===== config.mk =====
export PLATFORM = sky130hd
export DESIGN_NAME = uart_rx_sequencer
export DESIGN_NICKNAME = d
export VERILOG_FILES = /design/src/rtl/uart_rx_sequencer.sv
export SDC_FILE = /design/constraint.sdc
export NUM_CORES = 1
export LEC_CHECK = 0
export BUFFER_PORTS_ARGS = -buffer_cell sky130_fd_sc_hd__clkbuf_2
export CORE_ASPECT_RATIO = 1.4
export CORE_MARGIN = 2
export CORE_UTILIZATION = 60
export CTS_CLUSTER_DIAMETER = 60
export DETAILED_ROUTE_END_ITERATION = 8
export MAX_ROUTING_LAYER = met4
export PLACE_DENSITY = 0.89
export SYNTH_ARGS = -nofsm -noshare
export SYNTH_HDL_FRONTEND = slang
export SYNTH_SLANG_ARGS = --single-unit

===== constraint.sdc =====
create_clock -name PCLK -period 2.4 [get_ports PCLK]
set_clock_uncertainty 0.05 [all_clocks]
set_input_delay 0.48 -clock PCLK [delete_from_list [all_inputs] [get_ports PCLK]]
set_output_delay 0.48 -clock PCLK [all_outputs]
set_load 0.005 [all_outputs]

===== src/rtl/uart_rx_sequencer.sv =====
// UART receive sequencer: oversampled start validation, 5..8 data bits LSB-first,
// optional parity, one or two stop bits, error flags and an idle-line timeout.
//
// state        | meaning
// S_IDLE       | line idle, waiting for a low sample on a baud_tick
// S_START      | timing to start-bit middle, rejects glitches
// S_DATA       | sampling data bits, one per bit period
// S_PARITY     | sampling and checking the parity bit
// S_STOP_0     | sampling first stop bit
// S_STOP_1     | sampling second stop bit
// S_BREAK_WAIT | last stop bit was low, waiting for line to return high
module uart_rx_sequencer #(
   parameter int OVERSAMPLE   = 16,
   parameter int TIMEOUT_BITS = 32,
   parameter int SYNC_STAGES  = 2
) (
   input  logic       PCLK,
   input  logic       PRESETn,
   input  logic       baud_tick,
   input  logic       rxd,
   input  logic       rx_en,
   input  logic [3:0] data_bits,
   input  logic       parity_en,
   input  logic       parity_odd,
   input  logic       stop_bit_twice,
   output logic [7:0] rx_data,
   output logic       rx_valid,
   output logic       parity_err,
   output logic       frame_err,
   output logic       timeout_flag,
   output logic       rx_busy
);

   localparam int TW       = $clog2(OVERSAMPLE);
   localparam int TO_TICKS = TIMEOUT_BITS * OVERSAMPLE;
   localparam int OW       = $clog2(TO_TICKS);
   localparam logic [TW-1:0] MID_LD = TW'(OVERSAMPLE / 2 - 1);
   localparam logic [TW-1:0] BIT_LD = TW'(OVERSAMPLE - 1);
   localparam logic [OW-1:0] TO_LD  = OW'(TO_TICKS - 1);

   typedef enum logic [2:0] {
      S_IDLE,
      S_START,
      S_DATA,
      S_PARITY,
      S_STOP_0,
      S_STOP_1,
      S_BREAK_WAIT
   } state_t;

   state_t              r_state;
   state_t              r_state_nxt;
   logic [SYNC_STAGES-1:0] r_sync;
   logic [TW-1:0]       r_tick_cnt;
   logic [2:0]          r_bit_cnt;
   logic [7:0]          r_shift;
   logic                r_par_acc;
   logic                r_perr;
   logic [3:0]          r_n;
   logic                r_par_en;
   logic                r_par_odd;
   logic                r_two_stop;
   logic [7:0]          r_rx_data;
   logic                r_rx_valid;
   logic                r_parity_err;
   logic                r_frame_err;
   logic                r_timeout;
   logic                r_to_armed;
   logic [OW-1:0]       r_to_cnt;

   logic                w_rxd;
   logic                w_tick_tc;
   logic                w_start_det;
   logic                w_start_ok;
   logic                w_complete;
   logic [3:0]          w_clamp_n;
   logic [3:0]          w_rjust_sh;

   always_ff @(posedge PCLK or negedge PRESETn) begin
      if (!PRESETn) r_sync <= '1;
      else          r_sync <= {r_sync[SYNC_STAGES-2:0], rxd};
   end

   assign w_rxd       = r_sync[SYNC_STAGES-1];
   assign w_tick_tc   = baud_tick && (r_tick_cnt == '0);
   assign w_start_det = (r_state == S_IDLE) && rx_en && baud_tick && !w_rxd;
   assign w_start_ok  = (r_state == S_START) && rx_en && w_tick_tc && !w_rxd;
   assign w_rjust_sh  = 4'd8 - r_n;

   always_comb begin
      w_clamp_n = data_bits;
      if (data_bits < 4'd5)      w_clamp_n = 4'd5;
      else if (data_bits > 4'd8) w_clamp_n = 4'd8;
   end

   always_ff @(posedge PCLK or negedge PRESETn) begin
      if (!PRESETn) r_state <= S_IDLE;
      else          r_state <= r_state_nxt;
   end

   always_comb begin
      r_state_nxt = r_state;
      w_complete  = 1'b0;
      if (!rx_en) begin
         r_state_nxt = S_IDLE;
      end else begin
         case (r_state)
            S_IDLE:   if (w_start_det) r_state_nxt = S_START;
            S_START:  if (w_tick_tc) r_state_nxt = w_rxd ? S_IDLE : S_DATA;
            S_DATA:   if (w_tick_tc && (r_bit_cnt == '0))
                         r_state_nxt = r_par_en ? S_PARITY : S_STOP_0;
            S_PARITY: if (w_tick_tc) r_state_nxt = S_STOP_0;
            S_STOP_0: if (w_tick_tc) begin
                         if (r_two_stop && w_rxd) begin
                            r_state_nxt = S_STOP_1;
                         end else begin
                            w_complete  = 1'b1;
                            r_state_nxt = w_rxd ? S_IDLE : S_BREAK_WAIT;
                         end
                      end
            S_STOP_1: if (w_tick_tc) begin
                         w_complete  = 1'b1;
                         r_state_nxt = w_rxd ? S_IDLE : S_BREAK_WAIT;
                      end
            S_BREAK_WAIT: if (w_rxd) r_state_nxt = S_IDLE;
            default:  r_state_nxt = S_IDLE;
         endcase
      end
   end

   // Tick timer counts down to the next sample point: half a bit first, then whole bits.
   always_ff @(posedge PCLK or negedge PRESETn) begin
      if (!PRESETn) begin
         r_tick_cnt <= '0;
      end else if (!rx_en || (r_state == S_BREAK_WAIT)) begin
         r_tick_cnt <= '0;
      end else if (r_state == S_IDLE) begin
         r_tick_cnt <= w_start_det ? MID_LD : '0;
      end else if (baud_tick) begin
         r_tick_cnt <= (r_tick_cnt == '0) ? BIT_LD : r_tick_cnt - 1'b1;
      end
   end

   always_ff @(posedge PCLK or negedge PRESETn) begin
      if (!PRESETn) begin
         r_bit_cnt  <= '0;
         r_shift    <= '0;
         r_par_acc  <= 1'b0;
         r_perr     <= 1'b0;
         r_n        <= 4'd8;
         r_par_en   <= 1'b0;
         r_par_odd  <= 1'b0;
         r_two_stop <= 1'b0;
      end else if (w_start_ok) begin
         r_n        <= w_clamp_n;
         r_par_en   <= parity_en;
         r_par_odd  <= parity_odd;
         r_two_stop <= stop_bit_twice;
         r_bit_cnt  <= 3'(w_clamp_n - 4'd1);
         r_shift    <= '0;
         r_par_acc  <= 1'b0;
         r_perr     <= 1'b0;
      end else if ((r_state == S_DATA) && w_tick_tc) begin
         r_shift   <= {w_rxd, r_shift[7:1]};
         r_par_acc <= r_par_acc ^ w_rxd;
         if (r_bit_cnt != '0) r_bit_cnt <= r_bit_cnt - 1'b1;
      end else if ((r_state == S_PARITY) && w_tick_tc) begin
         r_perr <= r_par_acc ^ w_rxd ^ r_par_odd;
      end
   end

   // Data enters at the MSB, so short frames are shifted down on delivery.
   always_ff @(posedge PCLK or negedge PRESETn) begin
      if (!PRESETn) begin
         r_rx_valid   <= 1'b0;
         r_rx_data    <= '0;
         r_parity_err <= 1'b0;
         r_frame_err  <= 1'b0;
      end else begin
         r_rx_valid <= w_complete;
         if (w_complete) begin
            r_rx_data    <= r_shift >> w_rjust_sh;
            r_parity_err <= r_par_en & r_perr;
            r_frame_err  <= !w_rxd;
         end
      end
   end

   // Completion happens outside IDLE, so the reload there keeps timeout off rx_valid cycles.
   always_ff @(posedge PCLK or negedge PRESETn) begin
      if (!PRESETn) begin
         r_to_armed <= 1'b0;
         r_to_cnt   <= '0;
         r_timeout  <= 1'b0;
      end else if (!rx_en) begin
         r_to_armed <= 1'b0;
         r_to_cnt   <= '0;
         r_timeout  <= 1'b0;
      end else begin
         r_timeout <= 1'b0;
         if (w_complete) begin
            r_to_armed <= 1'b1;
            r_to_cnt   <= TO_LD;
         end else if (r_to_armed && (r_state == S_IDLE)) begin
            if (w_start_det) begin
               r_to_cnt <= TO_LD;
            end else if (baud_tick && w_rxd) begin
               if (r_to_cnt == '0) begin
                  r_timeout  <= 1'b1;
                  r_to_armed <= 1'b0;
               end else begin
                  r_to_cnt <= r_to_cnt - 1'b1;
               end
            end
         end
      end
   end

   assign rx_data      = r_rx_data;
   assign rx_valid     = r_rx_valid;
   assign parity_err   = r_parity_err;
   assign frame_err    = r_frame_err;
   assign timeout_flag = r_timeout;
   assign rx_busy      = (r_state != S_IDLE);

endmodule


== Word level (Yosys, flattened, before mapping) ==
Index checks and enable logic that the tools add are counted.
W data, S select, Z words.
Word-level totals
  register bits after elaboration: 51
  bits of input ports: 12
  output and inout port bits: 13
  logic and storage cells: 133
Cells by class
  add/sub/neg operators: 5
  magnitude comparators: 2
  eq/ne operators: 20
  shifts and indexed selects: 1
  multiplexer cells: 53
  bitwise operators: 3
  reductions and logical operators: 31
Operators with widths (number)
  $mux W9: 6
  $mux W3: 15
  $mux W4: 6
  $mux W1: 21
  $ne A3 B3 Y1 const B: 7
  $pmux W3 S7: 1
  $mux W8: 2
  $logic_and A1 B1 Y1: 13
  $eq A3 B3 Y1 const B: 3
  $logic_not A9 Y1: 1
  $ne A3 B1 Y1 const B: 3
  $reduce_bool A3 Y1: 3
  $sub A9 B1 Y9 const B: 1
  $shr A8 B4 Y8: 1
  $reduce_and A7 Y1: 1
  $eq A3 B2 Y1 const B: 2
  $logic_not A3 Y1: 2
  $reduce_bool A2 Y1: 3
  $sub A3 B1 Y3 const B: 2
  $gt A4 B4 Y1 const B: 1
  $logic_not A4 Y1: 1
  $lt A4 B3 Y1 const B: 1
  $ne A4 B1 Y1 const B: 1
  $ne A4 B4 Y1 const B: 1
  14 further kinds: 17

== Longest topological paths before layout ==
  word-level depth: 8
  gate-level depth with buffers: 11
  depth with buffers taken out: 10

== Worst setup path after synthesis ==
Ideal clock, no wire load.
  path kind: input to register
  from: in baud_tick
  to: reg r_bit_cnt[2]
  setup time: 123 ps
  arrival: 1920 ps
  required time: 2227 ps
  path slack: 307 ps
  stages: 10
  buffers on the path: 3
  cell sequence: buf_4 -> and4bb_4 -> buf_6 -> nand3_4 -> clkbuf_1 -> a21oi_1 -> ha_1 -> nor2_1 -> nor2_1 -> a2bb2oi_1
On the way
  word-level cells in the longest chain between the ends: 5
  elaborated cells on any way between the ends: 8
  those cells by class: mux: 1; reduce/logical: 7
RTL lines
  start, declared: RTL line 19  | input logic baud_tick,
  $logic_and A1 B1 Y1 (*): RTL line 85  | assign w_tick_tc = baud_tick && (r_tick_cnt == '0);
  $logic_and A1 B1 Y1 (2 in series): RTL line 87  | assign w_start_ok = (r_state == S_START) && rx_en && w_tick_tc && !w_rxd;
  $reduce_bool A2 Y1 (no line)
  $reduce_and A2 Y1 (no line)
  end signal, assigned: RTL line 159  | r_bit_cnt <= 3'(w_clamp_n - 4'd1);
  end signal, assigned: RTL line 166  | if (r_bit_cnt != '0) r_bit_cnt <= r_bit_cnt - 1'b1;
  end, declared: RTL line 55  | logic [2:0] r_bit_cnt;
Every way passes the cells marked *; elsewhere a longest branch is shown, timed or not.
A chain may end at the register's enable or synchronous reset.

== Worst setup path in the final report ==
  from: reg r_to_cnt[0]
  to: reg r_to_cnt[0]
On the way
  word-level cells in the longest chain between the ends: 7
  elaborated cells on any way between the ends: 10
  those cells by class: add/sub: 1; eq/ne: 1; mux: 6; reduce/logical: 2
RTL lines
  start, declared: RTL line 69  | logic [OW-1:0] r_to_cnt;
  start signal, assigned: RTL line 212  | r_to_cnt <= r_to_cnt - 1'b1;
  $sub A9 B1 Y9: RTL line 212
  $mux W9: RTL line 208  | if (r_to_cnt == '0) begin
  $mux W9: RTL line 207  | end else if (baud_tick && w_rxd) begin
  $mux W9: RTL line 205  | if (w_start_det) begin
  $mux W9: RTL line 204  | end else if (r_to_armed && (r_state == S_IDLE)) begin
  $mux W9: RTL line 201  | if (w_complete) begin
  $mux W9: RTL line 195  | end else if (!rx_en) begin
Several ways; a longest one is shown, not always the timed one. The select of a mux whose other input is x is not followed.

==> flow_summary.toml <==
[synthesis]
synth.top_cell.area_share = 0.400
synth_ff_type = "dfrtp_1"
yosys.area.top_type = "dfrtp_1"
synth_seq_cells = 51
synth_edf_count = 0
netlist_top_cells_area = "dfrtp_1 40%, nand2_1 6.4%, o21ai_0 4.5%, nor2_1 2.9%, dfstp_2 2.6%"
syn-num-nets = 338
syn-instance-count = 321
synth_cell_type_count = 68
ys_seq_area_frac = 0.426
synthArstFlopShare = 1.00
syn_area_mm2 = 0.00300
yosys_warnings = 0
syn-mean-instance-area_um2 = 9.35

[cts]
clk_latency_ps = 320
clock_tree.root_cell = "clkbuf_8"
clkTransAtPathRegs_ps = 100
cts_tree = "yes"
cts_buffer_depth = 2
post_cts_buffers = 0
cts_made_buffers = 5
cts_sinks = 51
ctsHoldBuffers = 0
h-tree-depth = 2

[sta]
period_needed_ps = 2300
min_period_over_period = 0.957
finalHoldViolCount = 0
worstMarginPinSlew_ps = 647
holdWs_ps = 188
setup_viol_count_final = 0
max_freq_mhz = 435
rsz0062_at_grt = "false"
max_slew_margin = 0.568
finalMaxSlewViolations = 0
setup_tns_ps = 0
setup_slack_ps = 103

[route]
drtIter0Drc = 161
drc = 0
routedWlPerCell_um = 16.0
ant_nets = 0
via_per_inst = 6.29
vias = 2586
firstDrtPassIters = 4
wl_um = 6600

[power_and_ir_drop]
peakVddDrop_uv = 762
leakage_nw = 1.51
power_density_mw_per_mm2 = 1160
p_total_w = 0.00378

[global_route]
first_global_vias = 2463
grt_pass1_wl_um = 11100
track_usage = 0.260
globalRoute.totalOverflow = 0
grt_start_max_net_pins = 52
antenna_found_initial = 0

[min_path]
hold_depth = 1
worstHoldPathType = "in2reg"
hp-start = "rxd"
hold_end = "r_sync[0]"

[critical_path]
path_class = "reg2reg"
reg2reg_from = "r_to_cnt[0]"
crit_required_ps = 2560
path_max_fanout = 8
cpMaxStageDelayCell = "dfrtp_1"
slowest_delay_ps = 440
cp.arrival_ps = 2460
critPathLaunchType = "register"
reg2reg_slack_ps = 100
ff2ff_path_depth = 7
crit_buf_inv = 1
critPathCaptureType = "register"
r2r-end = "r_to_cnt[0]"
crit_chain = "inv_1 > ha_1 > nor4b_2 > and3_2 > a21oi_2 > or2_1 > mux2_4"
cp_top_family = "simple AND/OR/NAND/NOR gates"

[finish]
nets = 363
areaGrowthSynthToFinish_pct = 8.88
n_fill_cell = 380
drive_gt1_frac = 0.199
antennaDiodeCount = 0

[placement]
port-buffer-count = 24
dp_slack_ps = 158
hpwlAfterDp_um = 4760
gp_congestion = 0.899

[floorplan]
core_area_mm2 = 0.00484
io_pins = 25
core.rowCount = 30
die_h_um = 87.7
initial_utilization = 0.620
dieWidth_um = 63.8
die_area_mm2 = 0.00559

[outcome]
outcome = "completed"

[flow_run]
drv_cap = 0
==> sequential cells by signal (all words and copies together), names as in the netlist, 2 cells and up <==
signal      count
r_bit_cnt       3
r_n             4
r_shift         8
r_state         3
r_sync          2
r_tick_cnt      4
r_to_cnt        9
rx_data         8
==> through the flow <==
stage | utilization | cells | area (µm²)
2_1_floorplan | - | 321 | 3000
3_3_place_gp | 0.654 | 403 | 3170
3_5_place_dp | 0.654 | 403 | 3170
4_1_cts | 0.674 | 411 | 3260
5_1_grt | 0.675 | 411 | 3270
6_report | 0.675 | 411 | 3270
==> report_power, final <==
part,switching (W),internal [W],leakage [nW]
Combinational,0.00104,0.000775,0.787
Clock,0.000322,0.000215,0.0491
Sequential,0.000296,0.00114,0.673
==> cell usage in the layout, fill, tap and decap left out, drive strengths merged, types with 3 or more instances in the layout <==
cell,Yosys,layout
xnor2,3,3
a2bb2oi,3,3
nor3,10,10
nand3,14,14
nor2,23,23
clkbuf,5,29
ha,5,5
and2,3,3
mux2i,7,7
nor2b,6,6
a32o,3,3
nand4,4,4
mux2,6,6
o31ai,5,5
a21oi,14,14
a22oi,6,6
a21o,3,3
a211oi,3,3
dfstp,3,3
buf,10,9
o21ai,29,29
inv,17,19
dfrtp,48,48
nand2,52,52
o22ai,4,4
==> how the worst max path moves through the flow <==
stage                              from      endpoint  slack, ps  cells after the start
after detailed placement  r_tick_cnt[0]  r_bit_cnt[2]        160                     10
after floorplan               baud_tick  r_bit_cnt[2]        310                     10
after CTS                 r_tick_cnt[0]  r_bit_cnt[2]        130                     10
after global routing      r_tick_cnt[0]  r_bit_cnt[2]         20                     10
final                       r_to_cnt[0]   r_to_cnt[0]        100                      7
after global placement      r_to_cnt[0]   r_to_cnt[0]        240                      7
==> area by class of cell <==
type	instances	area, µm²	area share
multi-input cells	238	1560	0.478
flip-flops and latches	51	1280	0.392
repair buffers	33	188	0.0574
well taps	64	80.1	0.0245
clock buffers	5	68.8	0.0211
inverters	17	63.8	0.0195
clock inverters	3	26.3	0.00804
==> cells by family after synthesis <==
family | count (synthesis) | synth area share
DFF | 51 | 0.426
buffers and inverters | 32 | 0.0550
muxes | 15 | 0.0634
xor gates and xnor gates | 4 | 0.0142
and+or+nand+nor | 127 | 0.223
AOI/OAI and AO/OA | 87 | 0.197
adders and majority gates | 5 | 0.0208
==> timing repair <==
item,in CTS,in global routing
resized for setup,0,1
endpoints found under the setup margin,0,1
hold endpoints to repair,0,0
==> synthesized netlist by cell type (3+ instances only) <==
cell / count
o22ai_1: 4
clkbuf_1: 5
dfstp_2: 3
a21oi_1: 13
inv_1: 17
a2bb2oi_1: 3
xnor2_1: 3
a22oi_1: 5
a21o_1: 3
mux2i_1: 7
dfrtp_1: 48
nand3_1: 12
nand2_1: 51
nand4_1: 3
o21ai_0: 27
a32o_1: 3
buf_4: 3
nor2b_1: 5
nor2_1: 23
buf_2: 3
nor3_1: 9
buf_6: 4
o31ai_1: 5
ha_1: 5
mux2_2: 4
==> routing by layer <==
| metal | track usage | wire length (µm) |
|---|---|---|
| met5 | - | 0 |
| met2 | 0.472 | 3430 |
| met4 | 0.119 | 234 |
| met1 | 0.275 | 2560 |
| met3 | 0.0450 | 372 |
Power figures use the tool's default switching activity.
